==> src/rtl/axis_frame_tx.sv <==
// AXI-Stream frame transmitter: local words go through a FIFO and leave as fixed-length frames.
// Define FRAME_TX_FLUSH_EN to add a flush input that ends the current frame early.
module axis_frame_tx #(
    parameter int unsigned DATA_WIDTH = 32,
    parameter int unsigned FIFO_DEPTH = 16,
    parameter int unsigned FIFO_AW    = 4,
    parameter int unsigned LEN_WIDTH  = 12
) (
    input  logic                    m01_axis_aclk,
    input  logic                    m01_axis_areset,
    input  logic [DATA_WIDTH-1:0]   in_data,
    input  logic                    in_valid,
    output logic                    in_ready,
    input  logic                    enable,
    input  logic [LEN_WIDTH-1:0]    frame_len,
`ifdef FRAME_TX_FLUSH_EN
    input  logic                    flush,
`endif
    output logic [DATA_WIDTH-1:0]   m01_axis_tdata,
    output logic [DATA_WIDTH/8-1:0] m01_axis_tstrb,
    output logic                    m01_axis_tvalid,
    output logic                    m01_axis_tlast,
    input  logic                    m01_axis_tready,
    output logic [FIFO_AW:0]        fifo_count,
    output logic                    busy,
    output logic                    frame_done
);

    localparam int unsigned CNT_W = FIFO_AW + 1;

    localparam logic [1:0] ST_IDLE  = 2'd0;
    localparam logic [1:0] ST_SEND  = 2'd1;
    localparam logic [1:0] ST_DRAIN = 2'd2;

    logic [1:0]            state;
    logic [1:0]            state_n;
    logic [DATA_WIDTH-1:0] mem [FIFO_DEPTH];
    logic [FIFO_AW-1:0]    wr_ptr;
    logic [FIFO_AW-1:0]    rd_ptr;
    logic [LEN_WIDTH-1:0]  len;
    logic [LEN_WIDTH-1:0]  beat_cnt;
    logic                  wr_en;
    logic                  load;
    logic                  last_load;
    logic                  last_done;
    logic                  flush_hit;

    // Full FIFO refuses writes even when a read happens the same cycle.
    assign in_ready  = (fifo_count < CNT_W'(FIFO_DEPTH));
    assign wr_en     = in_valid && in_ready;
    assign load      = (state == ST_SEND) && (fifo_count != '0) &&
                       (!m01_axis_tvalid || m01_axis_tready);
    assign last_load = load && ((beat_cnt == len - LEN_WIDTH'(1)) || flush_hit);
    assign last_done = (state == ST_DRAIN) && m01_axis_tvalid &&
                       m01_axis_tready && m01_axis_tlast;

`ifdef FRAME_TX_FLUSH_EN
    logic flush_pending;

    // A flush request survives until the next loaded beat, which then closes the frame.
    always_ff @(posedge m01_axis_aclk) begin
        if (m01_axis_areset) begin
            flush_pending <= 1'b0;
        end else begin
            flush_pending <= (state == ST_SEND) && !last_load && (flush_pending || flush);
        end
    end

    assign flush_hit = flush_pending;
`else
    assign flush_hit = 1'b0;
`endif

    always_ff @(posedge m01_axis_aclk) begin
        if (m01_axis_areset) begin
            state <= ST_IDLE;
        end else begin
            state <= state_n;
        end
    end

    always_comb begin
        state_n = state;
        case (state)
            ST_IDLE:  if (enable)    state_n = ST_SEND;
            ST_SEND:  if (last_load) state_n = ST_DRAIN;
            ST_DRAIN: if (last_done) state_n = ST_IDLE;
            default:                 state_n = ST_IDLE;
        endcase
    end

    // Storage has no reset; validity is tracked by the pointers and count.
    always_ff @(posedge m01_axis_aclk) begin
        if (wr_en) begin
            mem[wr_ptr] <= in_data;
        end
    end

    always_ff @(posedge m01_axis_aclk) begin
        if (m01_axis_areset) begin
            wr_ptr          <= '0;
            rd_ptr          <= '0;
            fifo_count      <= '0;
            len             <= '0;
            beat_cnt        <= '0;
            m01_axis_tdata  <= '0;
            m01_axis_tstrb  <= '0;
            m01_axis_tvalid <= 1'b0;
            m01_axis_tlast  <= 1'b0;
            busy            <= 1'b0;
            frame_done      <= 1'b0;
        end else begin
            frame_done <= last_done;
            busy       <= (state_n != ST_IDLE);
            fifo_count <= fifo_count + CNT_W'(wr_en) - CNT_W'(load);
            if (wr_en) begin
                wr_ptr <= wr_ptr + FIFO_AW'(1);
            end
            if ((state == ST_IDLE) && enable) begin
                len      <= (frame_len == '0) ? LEN_WIDTH'(1) : frame_len;
                beat_cnt <= '0;
            end
            // Output register: load when free, otherwise hold or go idle.
            if (load) begin
                m01_axis_tdata  <= mem[rd_ptr];
                m01_axis_tstrb  <= '1;
                m01_axis_tvalid <= 1'b1;
                m01_axis_tlast  <= last_load;
                rd_ptr          <= rd_ptr + FIFO_AW'(1);
                beat_cnt        <= beat_cnt + LEN_WIDTH'(1);
            end else if (!m01_axis_tvalid || m01_axis_tready) begin
                m01_axis_tvalid <= 1'b0;
                m01_axis_tlast  <= 1'b0;
            end
        end
    end

endmodule
==> config.mk <==
export PLATFORM = sky130hd
export DESIGN_NAME = axis_frame_tx
export DESIGN_NICKNAME = d
export VERILOG_FILES = /design/src/rtl/axis_frame_tx.sv
export SDC_FILE = /design/constraint.sdc
export NUM_CORES = 1
export LEC_CHECK = 0
export CAP_MARGIN = 20
export CORE_UTILIZATION = 40
export DETAILED_ROUTE_END_ITERATION = 7
export PLACE_DENSITY = 0.56
export SLEW_MARGIN = 20
export SYNTH_ARGS = -nofsm -noshare
export SYNTH_HDL_FRONTEND = slang
export SYNTH_SLANG_ARGS = --single-unit
==> constraint.sdc <==
create_clock -name m01_axis_aclk -period 10.5 [get_ports m01_axis_aclk]
set_clock_uncertainty 0.1 [all_clocks]
set_input_delay 2.625 -clock m01_axis_aclk [delete_from_list [all_inputs] [get_ports m01_axis_aclk]]
set_output_delay 2.625 -clock m01_axis_aclk [all_outputs]
set_load 0.02 [all_outputs]
# Word level (Yosys, flattened, before mapping)
# Memories as Yosys holds them, arrays and structs flattened. A register that Yosys moved wholly into a read port is not among the register bits.
# Index checks and enable logic that the tools add are counted.
# word_totals
out_inout_bits	46
ramBits	512
input_bits	49
mem_count	1
register_bits	44
# classes
order_cmp	1
eq_ne	3
addsub	6
mux	12
reduce_logical	16
# memory_table
memory	words	width	rd	rd_ports_with_merged_regs	write_ports	line_no	source
mem	16	32	1	1	1	37	logic [DATA_WIDTH-1:0] mem [FIFO_DEPTH];
# ops
cell	count
$mux 12	3
$add 12x1->12 const B	1
$eq 12x12->1	1
$logic_not 12->1	1
$sub 12x1->12 const B	1
$add 4x1->4 const B	2
$logic_and 1x1->1	8
$mux 2	3
$pmux 2 s3	1
$reduce_bool 2->1	3
$add 5x1->5	1
$lt 5x5->1 const B	1
$mux 1	5
$reduce_bool 5->1	1
$sub 5x1->5	1
$eq 2x1->1 const B	1
$eq 2x2->1 const B	1
$logic_not 2->1	1
$logic_not 1->1	1
$logic_or 1x1->1	1

# Longest topological paths before layout
# Gate-level depths: netlist (run 1).
# logic_depth
word_depth	7
mapped_depth	16
depth_no_buf	15

# Worst setup path after synthesis (run 1)
# No wires, ideal clock.
# synth_path
kind	input to register
start	in in_valid
end	mem mem[3][0], enable pin
slack_ns	4.547
setup_ns	0.461
arrival_ns	5.392
n_path_buf	1
path_stages	4
path_cell_list	nor2b_1 clkbuf_1 nand2_1 nor3_1
# synth_between
elab_chain_cells	3
# synth_lines
item	line_no	source
start, declared	12	input logic in_valid,
$logic_and 1x1->1	50	assign wr_en = in_valid && in_ready;
$mux 1	94	if (wr_en) begin
$mux 1 (not written as such)	95	mem[wr_ptr] <= in_data;
end, declared	37	
# No other way between the ends.

# Final worst setup path (run 1)
# layout_path
start	in m01_axis_tready
end	reg fifo_count[4]
# layout_between
elab_chain_cells	3
# layout_lines
item	line_no	source
start, declared	23	input logic m01_axis_tready,
$logic_or 1x1->1	52	(!m01_axis_tvalid || m01_axis_tready);
$logic_and 1x1->1	51	assign load = (state == ST_SEND) && (fifo_count != '0) &&
$sub 5x1->5	115	fifo_count <= fifo_count + CNT_W'(wr_en) - CNT_W'(load);
end signal, assigned	115	
end, declared	24	output logic [FIFO_AW:0] fifo_count,
# No other way between the ends.
# A chain may end at the register's enable or synchronous reset.

==> results of run 1 <==
==> synthesized netlist by cell type (6+ instances only) <==
cell,count,area (sq um)
nand3b_1,6,45.0
mux4_2,160,3600
ha_1,13,163
nand2b_1,6,37.5
nor2_1,47,176
buf_1,13,48.8
clkbuf_1,38,143
dfxtp_1,76,1520
buf_2,11,55.1
xor2_1,9,78.8
nand3_1,12,60.1
edfxtp_1,512,15400
xnor2_1,12,105
a21oi_1,59,295
inv_1,14,52.6
nand2_1,105,394
nor3_1,10,50.1
==> metal layers <==
metal  global-route usage [%]  wire length [um]  vias to the layer above
met5                        0                25                        -
met4                     4.67               924                        4
met3                     2.89              2280                       70
met2                     28.8             23900                      234
met1                     24.6             22100                     5787
li1                         -                 -                     4901
==> how the worst max path moves through the flow <==
stage	from	end	slack, ps	depth (start not counted)
finish	m01_axis_tready	fifo_count[4]$_SDFF_PP0_	5230	14
global route	m01_axis_tready	fifo_count[4]$_SDFF_PP0_	5030	14
CTS	m01_axis_tready	fifo_count[4]$_SDFF_PP0_	5190	14
detailed placement	m01_axis_tready	fifo_count[4]$_SDFF_PP0_	4570	14
global placement	m01_axis_tready	fifo_count[4]$_SDFF_PP0_	4540	14
floorplan	in_valid	mem[3][0]$_DFFE_PP_	4550	4
==> cells by family after synthesis <==
| group | Yosys count | share of synthesized area (%) |
|---|---|---|
| adder cells (fa/ha/maj) | 14 | 0.805 |
| XOR/XNOR | 21 | 0.811 |
| multiplexers | 165 | 16.1 |
| AND/OR/NAND/NOR | 213 | 4.21 |
| AO/OA/AOI/OAI | 82 | 2.11 |
| flip-flops | 588 | 74.5 |
| buffers and inverters | 80 | 1.43 |
==> flip-flops by register name, indices dropped and copies added, names as in the netlist, 2 cells and up <==
name and count:
fifo_count 5, rd_ptr 4, beat_cnt 12, len 12, state 2, wr_ptr 4
mem 512, m01_axis_tdata 32
==> cell type report <==
cell class	count	share of cell area, %
multi-input cells	495	21.0
repair buffers	118	4.23
clock buffers	77	5.90
clock inverters	36	1.32
inverters	15	0.212
well taps	748	3.53
flip-flops and latches	588	63.8
==> metrics by stage <==
step           setup WS [ps]  cells  instance area, sq um  utilization (%)
2_1_floorplan           4550   1163                 22700                -
6_report                5230   2077                 26500             47.7
4_1_cts                 5190   2077                 26500             47.7
5_1_grt                 5030   2077                 26500             47.7
3_3_place_gp            4540   1964                 24600             44.3
3_5_place_dp            4570   1964                 24600             44.3
==> worst min-delay path, stage by stage (launching register included) <==
cell,delay [ps]
dfxtp_1,310
nand2_1,50
a21oi_1,50
==> power by group through the flow <==
stage,combinational (W),sequential [W],clock [W]
3_5_place_dp,0.000860,0.00274,0
6_report,0.000840,0.00269,0.00207
5_1_grt,0.000917,0.00270,0.00220
2_1_floorplan,0.000546,0.00276,0
4_1_cts,0.000864,0.00269,0.00211
3_3_place_gp,0.000860,0.00274,0
==> results.cfg, run 1 <==
[clock_tree]
cts_setup_buffers = 0
htree_levels = 2
clockBufferDepth = 3
clk_latency_ps = 630
ctsHoldBuffers = 0
ctsResizeCount = 0
numClockSinks = 588
clk_pin_slew_ps = 60
cts_tree = built
cts_inserted_buffers = 60
cts-root-buf = clkbuf_16

[floorplanning]
die-area_sq_um = 57700
die_x_um = 240
num_io_pins = 95
start_util_pct = 40.8
rows = 86
coreArea_sq_um = 55500
die_h_um = 240

[sta]
slew_headroom_pct = 24.6
setup_tns_ps = 0
worstMarginPinSlew_ps = 1130
max_freq_mhz = 190
period_share_pct = 50.2
min_period_ps = 5270
rsz0062_at_grt = false
final-hold-violation-count = 0
final_max_slew_viol_count = 0
setup_viol = 0
whs_ps = 353

[critical_path]
crit_required_ps = 10850
crit_chain = clkdlybuf4s50_1, nand2b_1, nand3_2, inv_2, ha_1, inv_1, ha_1, inv_1, fa_1, inv_1, a21oi_1, nor2_1, or3_1, a21oi_1
cp_common_cell = inv_1
ff2ff_path_depth = 15
critical_path_class = primary input to flop
reg2reg_from = fifo_count[3]$_SDFF_PP0_
r2r_slack_ps = 6860
cp.arrival_ps = 5620
path_delay_family = buffers and inverters
crit_fanout = 44
r2r-end = fifo_count[4]$_SDFF_PP0_
critPathMaxStageDelay_ps = 740
cp-start-kind = primary input
critPathCaptureType = flop
critPathBufInv = 5
slowest_stage = inv_2

[cells_and_area]
seqCellArea_sq_um = 16900
final_common_cell = edfxtp_1
n_fill_cell = 4684
mostFrequentLayoutCells = edfxtp_1, mux4_2, nand2_1, clkdlybuf4s50_1, dfxtp_1
num_antenna_cells = 0
nets = 1341
syn_to_final_growth_pct = 16.9
multi_input_area_sq_um = 5570
drive_gt1_share_pct = 22.6

[power_and_ir_drop]
finalPower_w = 0.00560
max-vdd-ir-drop_mv = 0.152
power_frac_clock_pct = 36.9
p_leak_nw = 8.09
power_density_nw_per_um2 = 211
pwr-share-comb_pct = 15.0
power_frac_seq_pct = 48.1
sw_frac_of_total_pct = 24.6
switchingPower_w = 0.00138
p_int_w = 0.00422

[synthesis]
synthFlopType = edfxtp_1
synth_cells = 1163
ys_seq_elements = 588
syn_area_sq_um = 22700
synth_cell_type_count = 49
ys_seq_area_share_pct = 74.5
async_flop_share_pct = 0
syn-num-nets = 1226
avgSynthCellArea_sq_um = 19.5
synth-edff-count = 512
ys_warn_count = 0

[detailed_routing]
dr.pass1.iters = 4
route.detailed.drc = 0
vias = 10996
viasPerCell = 5.29
wirelength_um = 49200
ant_nets = 0
drt_iter0_drc = 746
wl_per_cell_um = 23.7

[place]
gp_congestion = 0.724
portBuffers = 94
hpwl_um = 28100

[global_routing]
first_global_vias = 11412
antenna_found_initial = 2
grt_overflow = 0
grt_first_pass_wirelength_um = 73900
track_usage_pct = 17.6
grt_max_degree = 77

[hold_path]
holdCritPathClass = flop to flop
worstHoldStart = m01_axis_tdata[3]$_SDFFE_PP0P_
whs_path_depth = 2
hold_path_end = m01_axis_tdata[3]$_SDFFE_PP0P_

[job]
drv_cap = 0

[run_status]
outcome = complete, no violations
Note: power is estimated with default switching activity, not from simulation.
==> run 2: changes to the inputs <==
--- a/config.mk
+++ b/config.mk
@@ -8,7 +8,7 @@
 export CAP_MARGIN = 20
 export CORE_UTILIZATION = 40
 export DETAILED_ROUTE_END_ITERATION = 7
-export PLACE_DENSITY = 0.56
+export PLACE_DENSITY = 0.59
 export SLEW_MARGIN = 20
 export SYNTH_ARGS = -nofsm -noshare
 export SYNTH_HDL_FRONTEND = slang
==> constraint.sdc (replaced) <==
create_clock -name m01_axis_aclk -period 4.6 [get_ports m01_axis_aclk]
set_clock_uncertainty 0.1 [all_clocks]
set_input_delay 1.15 -clock m01_axis_aclk [delete_from_list [all_inputs] [get_ports m01_axis_aclk]]
set_output_delay 1.15 -clock m01_axis_aclk [all_outputs]
set_load 0.02 [all_outputs]
==> run 2 against run 1 <==
Critical path depth did not move. Worst hold slack improved by 3.0 ps. Via count rose by 2.3%. Setup slack got worse by 3700 ps.
==> results.cfg, run 2 (synthesis results as in run 1) <==
[run_status]
outcome = complete, no violations

[cells_and_area]
largest_reg_flops = 512
top_register = mem
final_common_cell = edfxtp_1
mostFrequentLayoutCells = edfxtp_1, mux4_2, nand2_1, clkdlybuf4s50_1, dfxtp_1
final_core_util_pct = 48.4
final_cells = 2096
biggestRegsByFlops = mem (512), m01_axis_tdata (32)
drive_gt1_share_pct = 24.4
nets = 1358
syn_to_final_growth_pct = 18.4

[power_and_ir_drop]
p_leak_nw = 8.29
power_frac_clock_pct = 38.1
switchingPower_w = 0.00316
p_int_w = 0.00987
pwr-share-comb_pct = 14.5
power_frac_seq_pct = 47.4
power_density_nw_per_um2 = 485
sw_frac_of_total_pct = 24.3
max-vdd-ir-drop_mv = 0.313

[sta]
period_share_pct = 66.3
fin_ws_ps = 1550
setup_tns_ps = 0
setup_viol = 0
max_freq_mhz = 328
rsz0062_at_grt = false
min_period_ps = 3050
final-hold-violation-count = 0
final_max_slew_viol_count = 0
whs_ps = 356
slew_headroom_pct = 30.6
worstMarginPinSlew_ps = 1040

[critical_path]
cp.arrival_ps = 3460
critPathCaptureType = flop
cp-start-kind = primary input
critical_path_class = primary input to flop
crit_required_ps = 5010
crit_fanout = 9

[detailed_routing]
ant_nets = 0
wl_per_cell_um = 23.9
dr.pass1.iters = 5
viasPerCell = 5.36
drt_iter0_drc = 963
vias = 11244
route.detailed.drc = 0
wirelength_um = 50200

[clock_tree]
htree_levels = 2
ctsResizeCount = 0
cts-root-buf = clkbuf_16
clockBufferDepth = 3
ctsHoldBuffers = 0
cts_inserted_buffers = 60
clk_pin_slew_ps = 60
numClockSinks = 588
cts_tree = built
cts_setup_buffers = 0
clk_latency_ps = 650

[global_routing]
grt_first_pass_wirelength_um = 75100
grt_max_degree = 77
track_usage_pct = 18.0
grt_overflow = 0
antenna_found_initial = 2
first_global_vias = 11661

[place]
place_ws_ps = 936
place_inst = 1981
gp_congestion = 0.736
portBuffers = 94
hpwl_um = 28100

[floorplanning]
die_h_um = 240
start_util_pct = 40.8
die-area_sq_um = 57700
coreArea_sq_um = 55500
rows = 86
num_io_pins = 95
die_x_um = 240

[job]
drv_cap = 0

[hold_path]
holdCritPathClass = flop to flop
[run 2: final cells by class]
cell class | instances | area (sq um)
diodes | 1 | 2.50
clock buffers | 92 | 1750
clock inverters | 22 | 300
fillers | 4627 | 28700
inverters | 15 | 56.3
multi-input cells | 495 | 5570
flip-flops and latches | 588 | 16900
well taps | 748 | 936
repair buffers | 135 | 1330
[run 2: power by group through the flow]
| stage | sequential [W] | combinational [W] | clock [W] |
|---|---|---|---|
| finish | 0.00618 | 0.00189 | 0.00496 |
| global route | 0.00621 | 0.00206 | 0.00525 |
| CTS | 0.00619 | 0.00194 | 0.00507 |
| detailed placement | 0.00630 | 0.00193 | 0 |
| global placement | 0.00630 | 0.00193 | 0 |
| floorplan | 0.00629 | 0.00125 | 0 |
[run 2: final timing paths]
| check | startpoint | end | slack [ps] | cells after the start |
|---|---|---|---|---|
| setup / recovery | in_valid | fifo_count[4]$_SDFF_PP0_ | 1550 | 14 |
| hold / removal | m01_axis_tdata[30]$_SDFFE_PP0P_ | m01_axis_tdata[30]$_SDFFE_PP0P_ | 360 | 2 |
| setup reg to reg | fifo_count[2]$_SDFF_PP0_ | fifo_count[4]$_SDFF_PP0_ | 1550 | 15 |
| hold reg to reg | m01_axis_tdata[30]$_SDFFE_PP0P_ | m01_axis_tdata[30]$_SDFFE_PP0P_ | 360 | 2 |
[run 2: critical path, stage by stage]
cell and delay (ps):
clkdlybuf4s50_1 440, nor2b_1 140, buf_4 190, inv_1 60, ha_1 270, inv_1 40, ha_1 180, inv_1 80
fa_1 200, inv_1 50, a21oi_1 140, nor2_1 60, or3_1 340, a21oi_1 140
[run 2: metal layers]
| metal | vias to the layer above | GRT usage [%] | share of wire, % |
|---|---|---|---|
| met5 | - | 0 | 0.024 |
| met4 | 2 | 4.86 | 2.0 |
| met3 | 71 | 3.24 | 5.2 |
| met2 | 298 | 29.3 | 49 |
| met1 | 5941 | 25.1 | 44 |
| li1 | 4932 | - | - |
[run 2: metrics by stage]
| step | power [W] | instance area (sq um) |
|---|---|---|
| after global routing | 0.0135 | 26900 |
| after global placement | 0.00822 | 24800 |
| after CTS | 0.0132 | 26900 |
| final | 0.0130 | 26900 |
| after floorplan | 0.00754 | 22700 |
| after detailed placement | 0.00823 | 24800 |
